**config.mk**
```make
export PLATFORM = sky130hd
export DESIGN_NAME = pixel_input_writer_flat
export DESIGN_NICKNAME = d
export VERILOG_FILES = /design/src/rtl/pixel_pkg.sv /design/src/rtl/pixel_input_writer_if.sv /design/src/rtl/pixel_word_fifo.sv /design/src/rtl/pixel_input_writer.sv /design/src/flat_wrapper.sv
export SDC_FILE = /design/constraint.sdc
export NUM_CORES = 1
export LEC_CHECK = 0
export ABC_AREA = 1
export ABC_CLOCK_PERIOD_IN_PS = 2780
export CAP_MARGIN = 20
export CORE_MARGIN = 2
export CORE_UTILIZATION = 45
export DETAILED_ROUTE_END_ITERATION = 16
export PLACE_DENSITY = 0.66
export SLEW_MARGIN = 20
export SYNTH_ARGS = -nofsm -noshare
export SYNTH_HDL_FRONTEND = slang
export SYNTH_SLANG_ARGS = --single-unit
```
**constraint.sdc**
```tcl
create_clock -name clk -period 2.78 [get_ports clk]
set_clock_uncertainty 0.2 [all_clocks]
set_input_delay 0.417 -clock clk [delete_from_list [all_inputs] [get_ports clk]]
set_output_delay 0.417 -clock clk [all_outputs]
set_load 0.01 [all_outputs]
```
**src/rtl/pixel_pkg.sv**
```systemverilog
// Shared definitions for the SPI pixel path: SRAM direction codes,
// write-FSM state encoding and the default SRAM word-address width.
package pixel_pkg;

  localparam logic SRAM_RW_WRITE      = 1'b1;
  localparam logic SRAM_RW_READ       = 1'b0;
  localparam int   PIX_ADDR_W_DEFAULT = 16;

  typedef enum logic [1:0] {
    W_IDLE  = 2'd0,
    W_ISSUE = 2'd1,
    W_WAIT  = 2'd2
  } wfsm_t;

endpackage

```
**src/rtl/pixel_input_writer_if.sv**
```systemverilog
// SRAM mux request/response bus. The writer drives requests as master;
// the SRAM mux answers as slave with a one-cycle sram_ready pulse.
interface pixel_input_writer_if #(
  parameter int ADDR_W = pixel_pkg::PIX_ADDR_W_DEFAULT
);
  logic              sram_start;
  logic              sram_rw;
  logic [ADDR_W-1:0] sram_addr;
  logic [15:0]       sram_wdata;
  logic              sram_ready;

  modport master (
    output sram_start, sram_rw, sram_addr, sram_wdata,
    input  sram_ready
  );

  modport slave (
    input  sram_start, sram_rw, sram_addr, sram_wdata,
    output sram_ready
  );
endinterface

```
**src/rtl/pixel_word_fifo.sv**
```systemverilog
// Synchronous 16-bit word FIFO, depth 2^FIFO_AW. Pointers carry one extra
// bit so full and empty are distinguishable. Flush takes priority over push.
module pixel_word_fifo #(
  parameter int FIFO_AW = 3
) (
  input  logic               clk,
  input  logic               reset,
  input  logic               push_i,
  input  logic [15:0]        wdata_i,
  input  logic               pop_i,
  input  logic               flush_i,
  output logic [15:0]        rdata_o,
  output logic               full_o,
  output logic               empty_o,
  output logic [FIFO_AW:0]   level_o
);
  localparam int DEPTH = 1 << FIFO_AW;

  logic [15:0]      mem_q [DEPTH];
  logic [FIFO_AW:0] wr_ptr_q;
  logic [FIFO_AW:0] rd_ptr_q;

  assign level_o = wr_ptr_q - rd_ptr_q;
  assign full_o  = (level_o == (FIFO_AW+1)'(DEPTH));
  assign empty_o = (wr_ptr_q == rd_ptr_q);
  assign rdata_o = mem_q[rd_ptr_q[FIFO_AW-1:0]];

  // Pointer update: reset/flush empty the FIFO, otherwise guarded push and pop.
  always_ff @(posedge clk) begin
    if (reset || flush_i) begin
      wr_ptr_q <= '0;
      rd_ptr_q <= '0;
    end else begin
      if (push_i && !full_o)  wr_ptr_q <= wr_ptr_q + (FIFO_AW+1)'(1);
      if (pop_i && !empty_o)  rd_ptr_q <= rd_ptr_q + (FIFO_AW+1)'(1);
    end
  end

  // Storage write; contents need no reset because the pointers gate reads.
  always_ff @(posedge clk) begin
    if (push_i && !full_o && !flush_i) mem_q[wr_ptr_q[FIFO_AW-1:0]] <= wdata_i;
  end
endmodule

```
**src/rtl/pixel_input_writer.sv**
```systemverilog
// Pixel byte stream -> 16-bit words -> FIFO -> SRAM writes; publishes the
// end address of each completed frame.
// Optional feature macro: PIXEL_INPUT_STATS_EN adds dropped_words and
// max_fifo_level statistics outputs.
module pixel_input_writer
  import pixel_pkg::*;
#(
  parameter int                ADDR_W    = PIX_ADDR_W_DEFAULT,
  parameter int                FIFO_AW   = 3,
  parameter logic [ADDR_W-1:0] BASE_ADDR = '0
) (
  input  logic                clk,
  input  logic                reset,
  input  logic                pix_frame_start,
  input  logic                pix_frame_end,
  input  logic                pix_valid,
  input  logic [7:0]          pix_data,
  pixel_input_writer_if.master sram,
  output logic [ADDR_W-1:0]   stop_addr,
  output logic                frame_done,
  output logic                overflow
`ifdef PIXEL_INPUT_STATS_EN
  ,
  output logic [15:0]         dropped_words,
  output logic [FIFO_AW:0]    max_fifo_level
`endif
);
  localparam logic [ADDR_W-1:0] ADDR_MAX = '1;

  wfsm_t             state_q, state_d;
  logic              sram_start_c;
  logic              in_frame_q, drain_q, discard_q, addr_full_q;
  logic              have_q, have_d;
  logic [7:0]        hold_q, hold_d;
  logic [ADDR_W-1:0] wr_addr_q, stop_addr_q, sram_addr_q;
  logic [15:0]       sram_wdata_q;
  logic              frame_done_q, overflow_q;

  logic              end_ok, push_req, push_drop, fifo_push, fifo_pop, addr_drop, drain_done;
  logic [15:0]       push_word, fifo_rdata;
  logic              fifo_full, fifo_empty;
  logic [FIFO_AW:0]  fifo_level;

  pixel_word_fifo #(.FIFO_AW(FIFO_AW)) u_fifo (
    .clk     (clk),
    .reset   (reset),
    .push_i  (fifo_push),
    .wdata_i (push_word),
    .pop_i   (fifo_pop),
    .flush_i (pix_frame_start),
    .rdata_o (fifo_rdata),
    .full_o  (fifo_full),
    .empty_o (fifo_empty),
    .level_o (fifo_level)
  );

  // Byte packer: pairs bytes high-then-low, pads an odd trailing byte at frame end.
  always_comb begin
    end_ok    = pix_frame_end && in_frame_q && !pix_frame_start;
    push_req  = 1'b0;
    push_word = '0;
    have_d    = have_q;
    hold_d    = hold_q;
    if (pix_frame_start) begin
      have_d = pix_valid;
      hold_d = pix_data;
    end else if (pix_valid && in_frame_q) begin
      if (have_q) begin
        push_req  = 1'b1;
        push_word = {hold_q, pix_data};
        have_d    = 1'b0;
      end else if (end_ok) begin
        push_req  = 1'b1;
        push_word = {pix_data, 8'h00};
      end else begin
        have_d = 1'b1;
        hold_d = pix_data;
      end
    end else if (end_ok && have_q) begin
      push_req  = 1'b1;
      push_word = {hold_q, 8'h00};
      have_d    = 1'b0;
    end
  end

  assign fifo_push  = push_req && !fifo_full;
  assign push_drop  = push_req && fifo_full;
  assign fifo_pop   = (state_q == W_IDLE) && !fifo_empty && !pix_frame_start;
  assign addr_drop  = fifo_pop && addr_full_q;
  assign drain_done = drain_q && fifo_empty && (state_q == W_IDLE) && !pix_frame_start;

  // Packer registers.
  always_ff @(posedge clk) begin
    if (reset) begin
      have_q <= 1'b0;
      hold_q <= '0;
    end else begin
      have_q <= have_d;
      hold_q <= hold_d;
    end
  end

  // Write FSM state register.
  always_ff @(posedge clk) begin
    if (reset) state_q <= W_IDLE;
    else       state_q <= state_d;
  end

  // Write FSM next state; words popped past the address limit are dropped without a request.
  always_comb begin
    state_d = state_q;
    unique case (state_q)
      W_IDLE:  if (fifo_pop && !addr_full_q) state_d = W_ISSUE;
      W_ISSUE: state_d = W_WAIT;
      W_WAIT:  if (sram.sram_ready) state_d = W_IDLE;
      default: state_d = W_IDLE;
    endcase
  end

  // Write FSM outputs.
  always_comb begin
    sram_start_c = (state_q == W_ISSUE);
  end

  // Frame control, address counter, request registers and status outputs.
  always_ff @(posedge clk) begin
    if (reset) begin
      in_frame_q   <= 1'b0;
      drain_q      <= 1'b0;
      discard_q    <= 1'b0;
      addr_full_q  <= 1'b0;
      wr_addr_q    <= BASE_ADDR;
      stop_addr_q  <= '0;
      sram_addr_q  <= '0;
      sram_wdata_q <= '0;
      frame_done_q <= 1'b0;
      overflow_q   <= 1'b0;
    end else begin
      frame_done_q <= 1'b0;
      if (fifo_pop && !addr_full_q) begin
        sram_addr_q  <= wr_addr_q;
        sram_wdata_q <= fifo_rdata;
      end
      if (pix_frame_start) begin
        in_frame_q  <= 1'b1;
        drain_q     <= 1'b0;
        wr_addr_q   <= BASE_ADDR;
        addr_full_q <= 1'b0;
        overflow_q  <= 1'b0;
        // The write still in flight belongs to the old frame: let it finish
        // but do not let its completion advance the new frame's address.
        discard_q   <= (state_q == W_ISSUE) || ((state_q == W_WAIT) && !sram.sram_ready);
      end else begin
        if (end_ok) begin
          in_frame_q <= 1'b0;
          drain_q    <= 1'b1;
        end
        if (push_drop || addr_drop) overflow_q <= 1'b1;
        if ((state_q == W_WAIT) && sram.sram_ready) begin
          if (discard_q)                   discard_q   <= 1'b0;
          else if (wr_addr_q == ADDR_MAX)  addr_full_q <= 1'b1;
          else                             wr_addr_q   <= wr_addr_q + ADDR_W'(1);
        end
        if (drain_done) begin
          stop_addr_q  <= wr_addr_q;
          frame_done_q <= 1'b1;
          wr_addr_q    <= BASE_ADDR;
          addr_full_q  <= 1'b0;
          drain_q      <= 1'b0;
        end
      end
    end
  end

  assign sram.sram_start = sram_start_c;
  assign sram.sram_rw    = SRAM_RW_WRITE;
  assign sram.sram_addr  = sram_addr_q;
  assign sram.sram_wdata = sram_wdata_q;
  assign stop_addr       = stop_addr_q;
  assign frame_done      = frame_done_q;
  assign overflow        = overflow_q;

`ifdef PIXEL_INPUT_STATS_EN
  logic [15:0]      dropped_q;
  logic [FIFO_AW:0] max_level_q;
  logic [1:0]       drop_inc;
  logic [16:0]      drop_sum;

  assign drop_inc = {1'b0, push_drop} + {1'b0, addr_drop};
  assign drop_sum = {1'b0, dropped_q} + {15'b0, drop_inc};

  // Saturating drop counter and FIFO high-water mark, cleared per frame.
  always_ff @(posedge clk) begin
    if (reset || pix_frame_start) begin
      dropped_q   <= '0;
      max_level_q <= '0;
    end else begin
      dropped_q <= drop_sum[16] ? 16'hFFFF : drop_sum[15:0];
      if (fifo_level > max_level_q) max_level_q <= fifo_level;
    end
  end

  assign dropped_words  = dropped_q;
  assign max_fifo_level = max_level_q;
`else
  logic unused_level;
  assign unused_level = ^fifo_level;
`endif
endmodule

```
**src/flat_wrapper.sv**
```systemverilog
// flat-port wrapper written by rule: the top's interface ports become plain ports
module pixel_input_writer_flat import pixel_pkg::*;
#(
  parameter int                ADDR_W    = PIX_ADDR_W_DEFAULT,
  parameter int                FIFO_AW   = 3,
  parameter logic [ADDR_W-1:0] BASE_ADDR = '0
)
  (clk, reset, pix_frame_start, pix_frame_end, pix_valid, pix_data, stop_addr, frame_done, overflow, sram_sram_start, sram_sram_rw, sram_sram_addr, sram_sram_wdata, sram_sram_ready);
  pixel_input_writer_if #(.ADDR_W(ADDR_W)) sram_i ();
  input  logic clk;
  input  logic reset;
  input  logic pix_frame_start;
  input  logic pix_frame_end;
  input  logic pix_valid;
  input  logic [7:0] pix_data;
  output logic [ADDR_W-1:0] stop_addr;
  output logic frame_done;
  output logic overflow;
  output wire logic [$bits(sram_i.sram_start)-1:0] sram_sram_start;
  output wire logic [$bits(sram_i.sram_rw)-1:0] sram_sram_rw;
  output wire logic [$bits(sram_i.sram_addr)-1:0] sram_sram_addr;
  output wire logic [$bits(sram_i.sram_wdata)-1:0] sram_sram_wdata;
  input wire logic [$bits(sram_i.sram_ready)-1:0] sram_sram_ready;
  assign sram_sram_start = sram_i.sram_start;
  assign sram_sram_rw = sram_i.sram_rw;
  assign sram_sram_addr = sram_i.sram_addr;
  assign sram_sram_wdata = sram_i.sram_wdata;
  assign sram_i.sram_ready = sram_sram_ready;
  pixel_input_writer #(.ADDR_W(ADDR_W), .FIFO_AW(FIFO_AW), .BASE_ADDR(BASE_ADDR)) u_core (.clk(clk), .reset(reset), .pix_frame_start(pix_frame_start), .pix_frame_end(pix_frame_end), .pix_valid(pix_valid), .pix_data(pix_data), .sram(sram_i), .stop_addr(stop_addr), .frame_done(frame_done), .overflow(overflow));
endmodule
```
==> run_results.csv, run 1 <==
group,metric,value,unit
sta,worst_pin_slew,0.660,ns
place,io_buffers,64,
min_path,hold_path.class,"reg -> reg",
routing,drc,0,
clocking,cts.clk_slew.worst_paths,0.06,ns
critical_path,crit_top_cell,"nand2_1",
synth,synth_top_cell_by_area,"edfxtp_1",
sta,hold_violations,0,
clocking,htreeDepth,1,
clocking,cts_resized,0,
clocking,numCtsBuffers,24,
clocking,insertion_delay,0.51,ns
power,max-vdd-ir-drop,436,uV
floorplanning,coreArea,0.0195,mm2
job,cap_viol_max_count,0,
critical_path,worstReg2RegEnd,"u_core.u_fifo.mem_q[4][12]$_DFFE_PP_",
power,power_density,620,mW/mm2
synth,synthTopCellsByArea,"edfxtp_1 43%, dfxtp_1 20%, nor2_1 8.3%",
critical_path,end_kind,"flop",
finish,nFillCells,1760,
min_path,hold_path.startpoint,"u_core.hold_q[3]$_SDFFE_PP0P_",
routing,vias,6605,
sta,fin_crit_sh,88.1,%
synth,synth_enable_flop_cells,128,
synth,syn-cell-area,0.00891,mm2
synth,yosys-top-cells-count,"197 x nor2_1, 128 x edfxtp_1, 123 x nand2_1, 118 x o21ai_0, 89 x dfxtp_1",
grt,grt_pass1_vias,6222,
synth,async_reset_ff_share,0,%
critical_path,cp.required,2.76,ns
run_status,status,"completed",
synth,synthCells,918,
clocking,cts-root-buf,"clkbuf_16",
sta,setup_viol,0,
floorplanning,row_count,51,
finish,synthToLayoutAreaGrowth,20.6,%
clocking,postCtsSetupBuffers,0,
power,p_clk_share,44.4,%
critical_path,path_max_fanout,16,
finish,seq_area,0.00563,mm2
synth,yosys_warnings,0,
critical_path,worst-r2r-cell-count,11,
sta,fin_tns_setup,0,ns
grt,grt_max_degree,68,
grt,grt_overflow,0,
finish,drive_gt1_share,9.73,%
synth,ys_seq_elements,217,
power,intPower,5.25,mW
critical_path,path_class,"reg -> reg",
critical_path,cp-start-kind,"flop",
floorplanning,die_h,145,um
power,switching_power,1.41,mW
power,p_sw_share,21.2,%
place,hpwl,13500,um
critical_path,r2r_start,"u_core.u_fifo.wr_ptr_q[1]$_SDFFE_PP0P_",
clocking,ctsHoldBuffers,0,
sta,setup_ws,0.331,ns
sta,maxSlewViolCount,0,
critical_path,crit_chain,"ha_1 > nand2_1 > nand2_1 > nand2_1 > nand2_1 > nand3_1 > nand2_2 > inv_2 > nand2_2 > nor2_1 > buf_4",
critical_path,worstPathArrival,2.43,ns
clocking,clock_path_buffers,3,
floorplanning,initial_core_util,45.8,%
min_path,holdPathStages,2,
routing,wl,20900,um
synth,synth_fp_nets,938,
grt,antenna_found_initial,0,
routing,wl_per_cell,16.3,um
synth,synth_top_cell_area_share,43.1,%
synth,synthDistinctLibCells,37,
sta,fmax,408,MHz
min_path,holdPathEnd,"u_core.hold_q[3]$_SDFFE_PP0P_",
grt,grt_pass1_wl,32900,um
grt,grt_usage,20.4,%
synth,ys_seq_area_share,63.1,%
sta,period_minus_slack,2.45,ns
floorplanning,die-width,145,um
critical_path,worst-path-buf-inv,2,
power,share_seq_of_total_power,51.5,%
critical_path,cp_slowest_cell,"dfxtp_1",
synth,syn_avg_cell_area,9.71,um2
finish,nNetsFinal,1020,
critical_path,slowest_delay,0.47,ns
routing,post_drt_via_cell_ratio,5.15,
power,p_leak,4.31,nW
routing,drt-initial-drc-count,560,
finish,n_antenna_cell,0,
power,combPwrFrac,4.0,%
finish,multi_input_area,0.00283,mm2
synth,yosysMostFrequentCell,"nor2_1",
floorplanning,die_area,0.0209,mm2
place,post-place-ws,0.200,ns
routing,dr.pass1.iters,5,
floorplanning,io_pins,66,
sta,max_slew_margin,56.0,%
routing,antenna_left,0,
synth,synth_ff_type,"edfxtp_1",
clocking,clock_sinks,217,
critical_path,rrSetupSlack,0.33,ns
critical_path,crit_family,"simple AND/OR/NAND/NOR gates",
place,place.gp.congestion,0.879,
sta,rsz0062_at_grt,"no",
clocking,cts_tree,"yes",
[worst max path at each step]
stage | from | to | depth (start not counted)
floorplan | u_core.u_fifo.rd_ptr_q[2]$_SDFFE_PP0P_ | u_core.u_fifo.mem_q[0][0]$_DFFE_PP_ | 11
global placement | pix_frame_end | u_core.u_fifo.mem_q[4][7]$_DFFE_PP_ | 10
detailed placement | pix_valid | u_core.u_fifo.mem_q[4][7]$_DFFE_PP_ | 11
CTS | u_core.u_fifo.wr_ptr_q[1]$_SDFFE_PP0P_ | u_core.u_fifo.mem_q[4][15]$_DFFE_PP_ | 11
global route | u_core.u_fifo.wr_ptr_q[0]$_SDFFE_PP0P_ | u_core.u_fifo.mem_q[4][15]$_DFFE_PP_ | 14
finish | u_core.u_fifo.wr_ptr_q[1]$_SDFFE_PP0P_ | u_core.u_fifo.mem_q[4][12]$_DFFE_PP_ | 11
[power groups by stage]
| stage | Sequential [mW] | Clock [mW] | Combinational, mW |
|---|---|---|---|
| 2_1_floorplan | 3.51 | 0 | 0.142 |
| 3_5_place_dp | 3.50 | 0 | 0.270 |
| 3_3_place_gp | 3.50 | 0 | 0.266 |
| 4_1_cts | 3.44 | 3.01 | 0.272 |
| 6_report | 3.44 | 2.96 | 0.269 |
| 5_1_grt | 3.44 | 3.16 | 0.301 |
[flip-flops by register name, summed over array words and instances, names as in the netlist]
name	flops
u_core.in_frame_q	1
u_core.u_fifo.rd_ptr_q	4
u_core.drain_q	1
u_core.u_fifo.wr_ptr_q	4
u_core.overflow	1
u_core.have_q	1
u_core.wr_addr_q	16
u_core.sram.sram_addr	16
u_core.u_fifo.mem_q	128
u_core.addr_full_q	1
u_core.stop_addr	16
u_core.sram.sram_wdata	16
u_core.frame_done	1
u_core.state_q	2
u_core.hold_q	8
u_core.discard_q	1
[cell families (layout without fill, tap and decap cells)]
family / count (synthesis) / count (layout) / synth area share, %
compound gates: 215 / 215 / 13.2
xor+xnor: 12 / 12 / 1.18
fa+ha+maj: 6 / 6 / 0.842
buf+inv: 106 / 205 / 5.15
flops: 217 / 217 / 63.1
other cells: 1 / 1 / 0.0421
simple gates: 361 / 361 / 16.5
[worst min-delay path, delay by kind of cell, from the launching register on]
kind / cells / cell delay, ns
flops: 1 / 0.31
buf+inv: 1 / 0.05
compound gates: 1 / 0.05
[layout make-up]
| cell class | count | share of cell area (%) |
|---|---|---|
| Sequential cell | 217 | 52.4 |
| Multi-Input combinational cell | 595 | 26.4 |
| Timing Repair Buffer | 100 | 9.18 |
| Clock buffer | 29 | 5.96 |
| Tap cell | 265 | 3.09 |
| Inverter | 62 | 2.17 |
| Clock inverter | 14 | 0.850 |
[cells in the final DEF (no fill, tap or decap), drive strengths merged]
| cell type | instances |
|---|---|
| nor2 | 200 |
| nand3b | 2 |
| or2 | 1 |
| and3 | 1 |
| o21ai | 134 |
| ha | 6 |
| o2111a | 7 |
| nor3 | 5 |
| nand3 | 19 |
| a211oi | 1 |
| edfxtp | 128 |
| dfxtp | 89 |
| xor2 | 9 |
| o22ai | 33 |
| clkdlybuf4s50 | 64 |
| bufinv | 1 |
| inv | 62 |
| buf | 36 |
| conb | 1 |
| o21bai | 2 |
| nand4 | 4 |
| clkbuf | 29 |
| clkinv | 13 |
| a21oi | 38 |
| xnor2 | 3 |
| nand2 | 129 |
[stage by stage]
stage / hold slack (ns) / util, % / instances / area, um2 / power [mW]
floorplan: 0.223 / - / 918 / 8920 / 3.65
global placement: 0.236 / 51.4 / 1239 / 10000 / 3.77
detailed placement: 0.238 / 51.4 / 1239 / 10000 / 3.77
CTS: 0.250 / 55.2 / 1282 / 10700 / 6.72
global route: 0.267 / 55.2 / 1282 / 10700 / 6.90
finish: 0.248 / 55.2 / 1282 / 10700 / 6.67
[metal layers]
metal  GRT usage (%)  vias up  wire (um)
li1                -     3286          -
met1            29.2     3075       9730
met2            32.1      220       9390
met3            3.06       24       1380
met4            6.69        0        426
met5               0        -          0
(Power assumes the default switching activity.)
==> run 2: changes to the inputs <==
--- a/config.mk
+++ b/config.mk
@@ -11,6 +11,7 @@
 export CORE_MARGIN = 2
 export CORE_UTILIZATION = 45
 export DETAILED_ROUTE_END_ITERATION = 16
+export GPL_TIMING_DRIVEN = 0
 export PLACE_DENSITY = 0.66
 export SLEW_MARGIN = 20
 export SYNTH_ARGS = -nofsm -noshare
==> run 2 against run 1 <==
Sequential power is essentially flat. Final cell count grew 1.3%. Sequential share of layout area shrank 0.56 points. Power shrank 2.8%. Critical path type unchanged. Largest cell class unchanged.
==> run_results.csv, run 2 (same netlist as run 1, synthesis figures left out) <==
group,metric,value,unit
critical_path,path_max_fanout,10,
clocking,clock_sinks,217,
critical_path,crit_family,"buffers and inverters",
clocking,ctsHoldBuffers,0,
sta,fin_crit_sh,96.6,%
min_path,hold_path.class,"reg -> reg",
floorplanning,row_count,51,
grt,antenna_found_initial,0,
finish,nNetsFinal,1040,
place,post-place-ws,-0.875,ns
floorplanning,io_pins,66,
clocking,cts-root-buf,"clkbuf_16",
sta,maxSlewViolCount,0,
clocking,clock_path_buffers,3,
finish,utilization,55.8,%
place,io_buffers,64,
critical_path,cp-start-kind,"flop",
sta,fmax,372,MHz
finish,layout_common_cells,"189 x nor2_1, 128 x edfxtp_1, 123 x nand2_1",
job,cap_viol_max_count,0,
critical_path,crit_chain,"buf_6 > clkinv_4 > clkbuf_4 > ha_4 > inv_1 > nand3_1 > nand2_1 > nand2_1 > nand3_2 > nand2_2 > inv_2 > nand2_2 > nor2_4 > buf_4",
floorplanning,die-width,145,um
routing,drc,0,
routing,post_drt_via_cell_ratio,5.27,
finish,final_common_cell,"nor2_1",
grt,grt_usage,21.8,%
finish,drive_gt1_share,10.1,%
power,p_leak,4.29,nW
place,place.gp.congestion,0.926,
power,max-vdd-ir-drop,445,uV
clocking,cts_tree,"yes",
critical_path,worst-path-buf-inv,6,
place,placed_area,0.00996,mm2
power,power_density,597,mW/mm2
critical_path,slowest_delay,0.34,ns
clocking,numCtsBuffers,23,
critical_path,cp_slowest_cell,"dfxtp_1",
routing,dr.pass1.iters,4,
sta,worst_pin_slew,0.834,ns
sta,period_minus_slack,2.69,ns
place,hpwl,15200,um
sta,setup_ws,0.0943,ns
sta,max_slew_margin,44.2,%
routing,drt-initial-drc-count,758,
routing,vias,6841,
sta,fin_tns_setup,0,ns
critical_path,worstPathArrival,2.69,ns
critical_path,cp.required,2.78,ns
routing,wl,22800,um
grt,grt_max_degree,17,
routing,wl_per_cell,17.6,um
finish,largest_reg_flops,128,
floorplanning,coreArea,0.0195,mm2
critical_path,worst-r2r-cell-count,14,
critical_path,path_class,"reg -> reg",
floorplanning,die_area,0.0209,mm2
grt,grt_overflow,0,
finish,synthToLayoutAreaGrowth,21.8,%
min_path,holdPathStages,2,
floorplanning,die_h,145,um
floorplanning,initial_core_util,45.8,%
critical_path,crit_cells,14,
finish,fin_area,0.0109,mm2
clocking,insertion_delay,0.50,ns
clocking,htreeDepth,1,
sta,hold_violations,0,
clocking,cts.clk_slew.worst_paths,0.06,ns
finish,nFillCells,1731,
routing,antenna_left,0,
grt,grt_pass1_wl,34600,um
critical_path,end_kind,"flop",
finish,n_antenna_cell,0,
grt,grt_pass1_vias,6323,
power,power,6.48,mW
sta,setup_viol,0,
run_status,status,"completed",
==> run 2: cell types whose count changed in the layout (fill, tap and decap cells not counted), sizes merged <==
cell      delta
bufinv       -1
inv          -1
clkbuf      +22
buf          -1
clkinv       -4
clkinvlp     +2
==> run 2: where the power goes <==
part	internal, mW	leakage [nW]	switching, mW
combinational	0.111	1.84	0.172
sequential	3.42	2.12	0.0218
clock	1.57	0.327	1.19
total	5.10	4.29	1.38
==> run 2: worst paths after layout <==
check	start	to	slack [ns]
setup / recovery	u_core.u_fifo.rd_ptr_q[2]$_SDFFE_PP0P_	u_core.u_fifo.mem_q[0][14]$_DFFE_PP_	0.09
hold / removal	u_core.hold_q[3]$_SDFFE_PP0P_	u_core.hold_q[3]$_SDFFE_PP0P_	0.25
setup reg to reg	u_core.u_fifo.rd_ptr_q[2]$_SDFFE_PP0P_	u_core.u_fifo.mem_q[0][14]$_DFFE_PP_	0.09
hold reg to reg	u_core.hold_q[3]$_SDFFE_PP0P_	u_core.hold_q[3]$_SDFFE_PP0P_	0.25
==> run 2: worst register-to-register path, stage by stage, from the launching register on <==
cell and delay (ns):
dfxtp_1 0.34, buf_6 0.17, clkinv_4 0.11, clkbuf_4 0.23, ha_4 0.19, inv_1 0.06
nand3_1 0.07, nand2_1 0.07, nand2_1 0.08, nand3_2 0.14, nand2_2 0.12, inv_2 0.09
nand2_2 0.15, nor2_4 0.19, buf_4 0.18
==> run 2: area by class of cell <==
cell class	instances	area (um2)	share of cell area, %
Buffer	43	233	2.14
Clock buffer	29	621	5.72
Clock inverter	10	52.6	0.484
Inverter	62	241	2.22
Multi-Input combinational cell	595	2910	26.8
Sequential cell	217	5630	51.8
Tap cell	265	332	3.05
Timing Repair Buffer	78	843	7.77
==> run 2: routing by layer <==
metal	vias up	global-route usage, %	share of wire [%]
li1	3330	-	-
met1	3235	31.9	46
met2	243	34.1	44
met3	33	3.39	7.3
met4	0	5.93	2.5
met5	-	0	0
==> run 2: through the flow <==
stage	hold slack, ns	instances
floorplan	0.223	918
global placement	0.235	1247
detailed placement	0.239	1251
CTS	0.249	1298
global route	0.261	1299
finish	0.247	1299
==> run 2: timing repair <==
action | 4_1_cts | 5_1_grt
setup endpoints to repair | 193 | 140
pin swaps | 7 | 2
hold endpoints to repair | 0 | 0
setup buffers | 9 | 1
resized for setup | 14 | 4
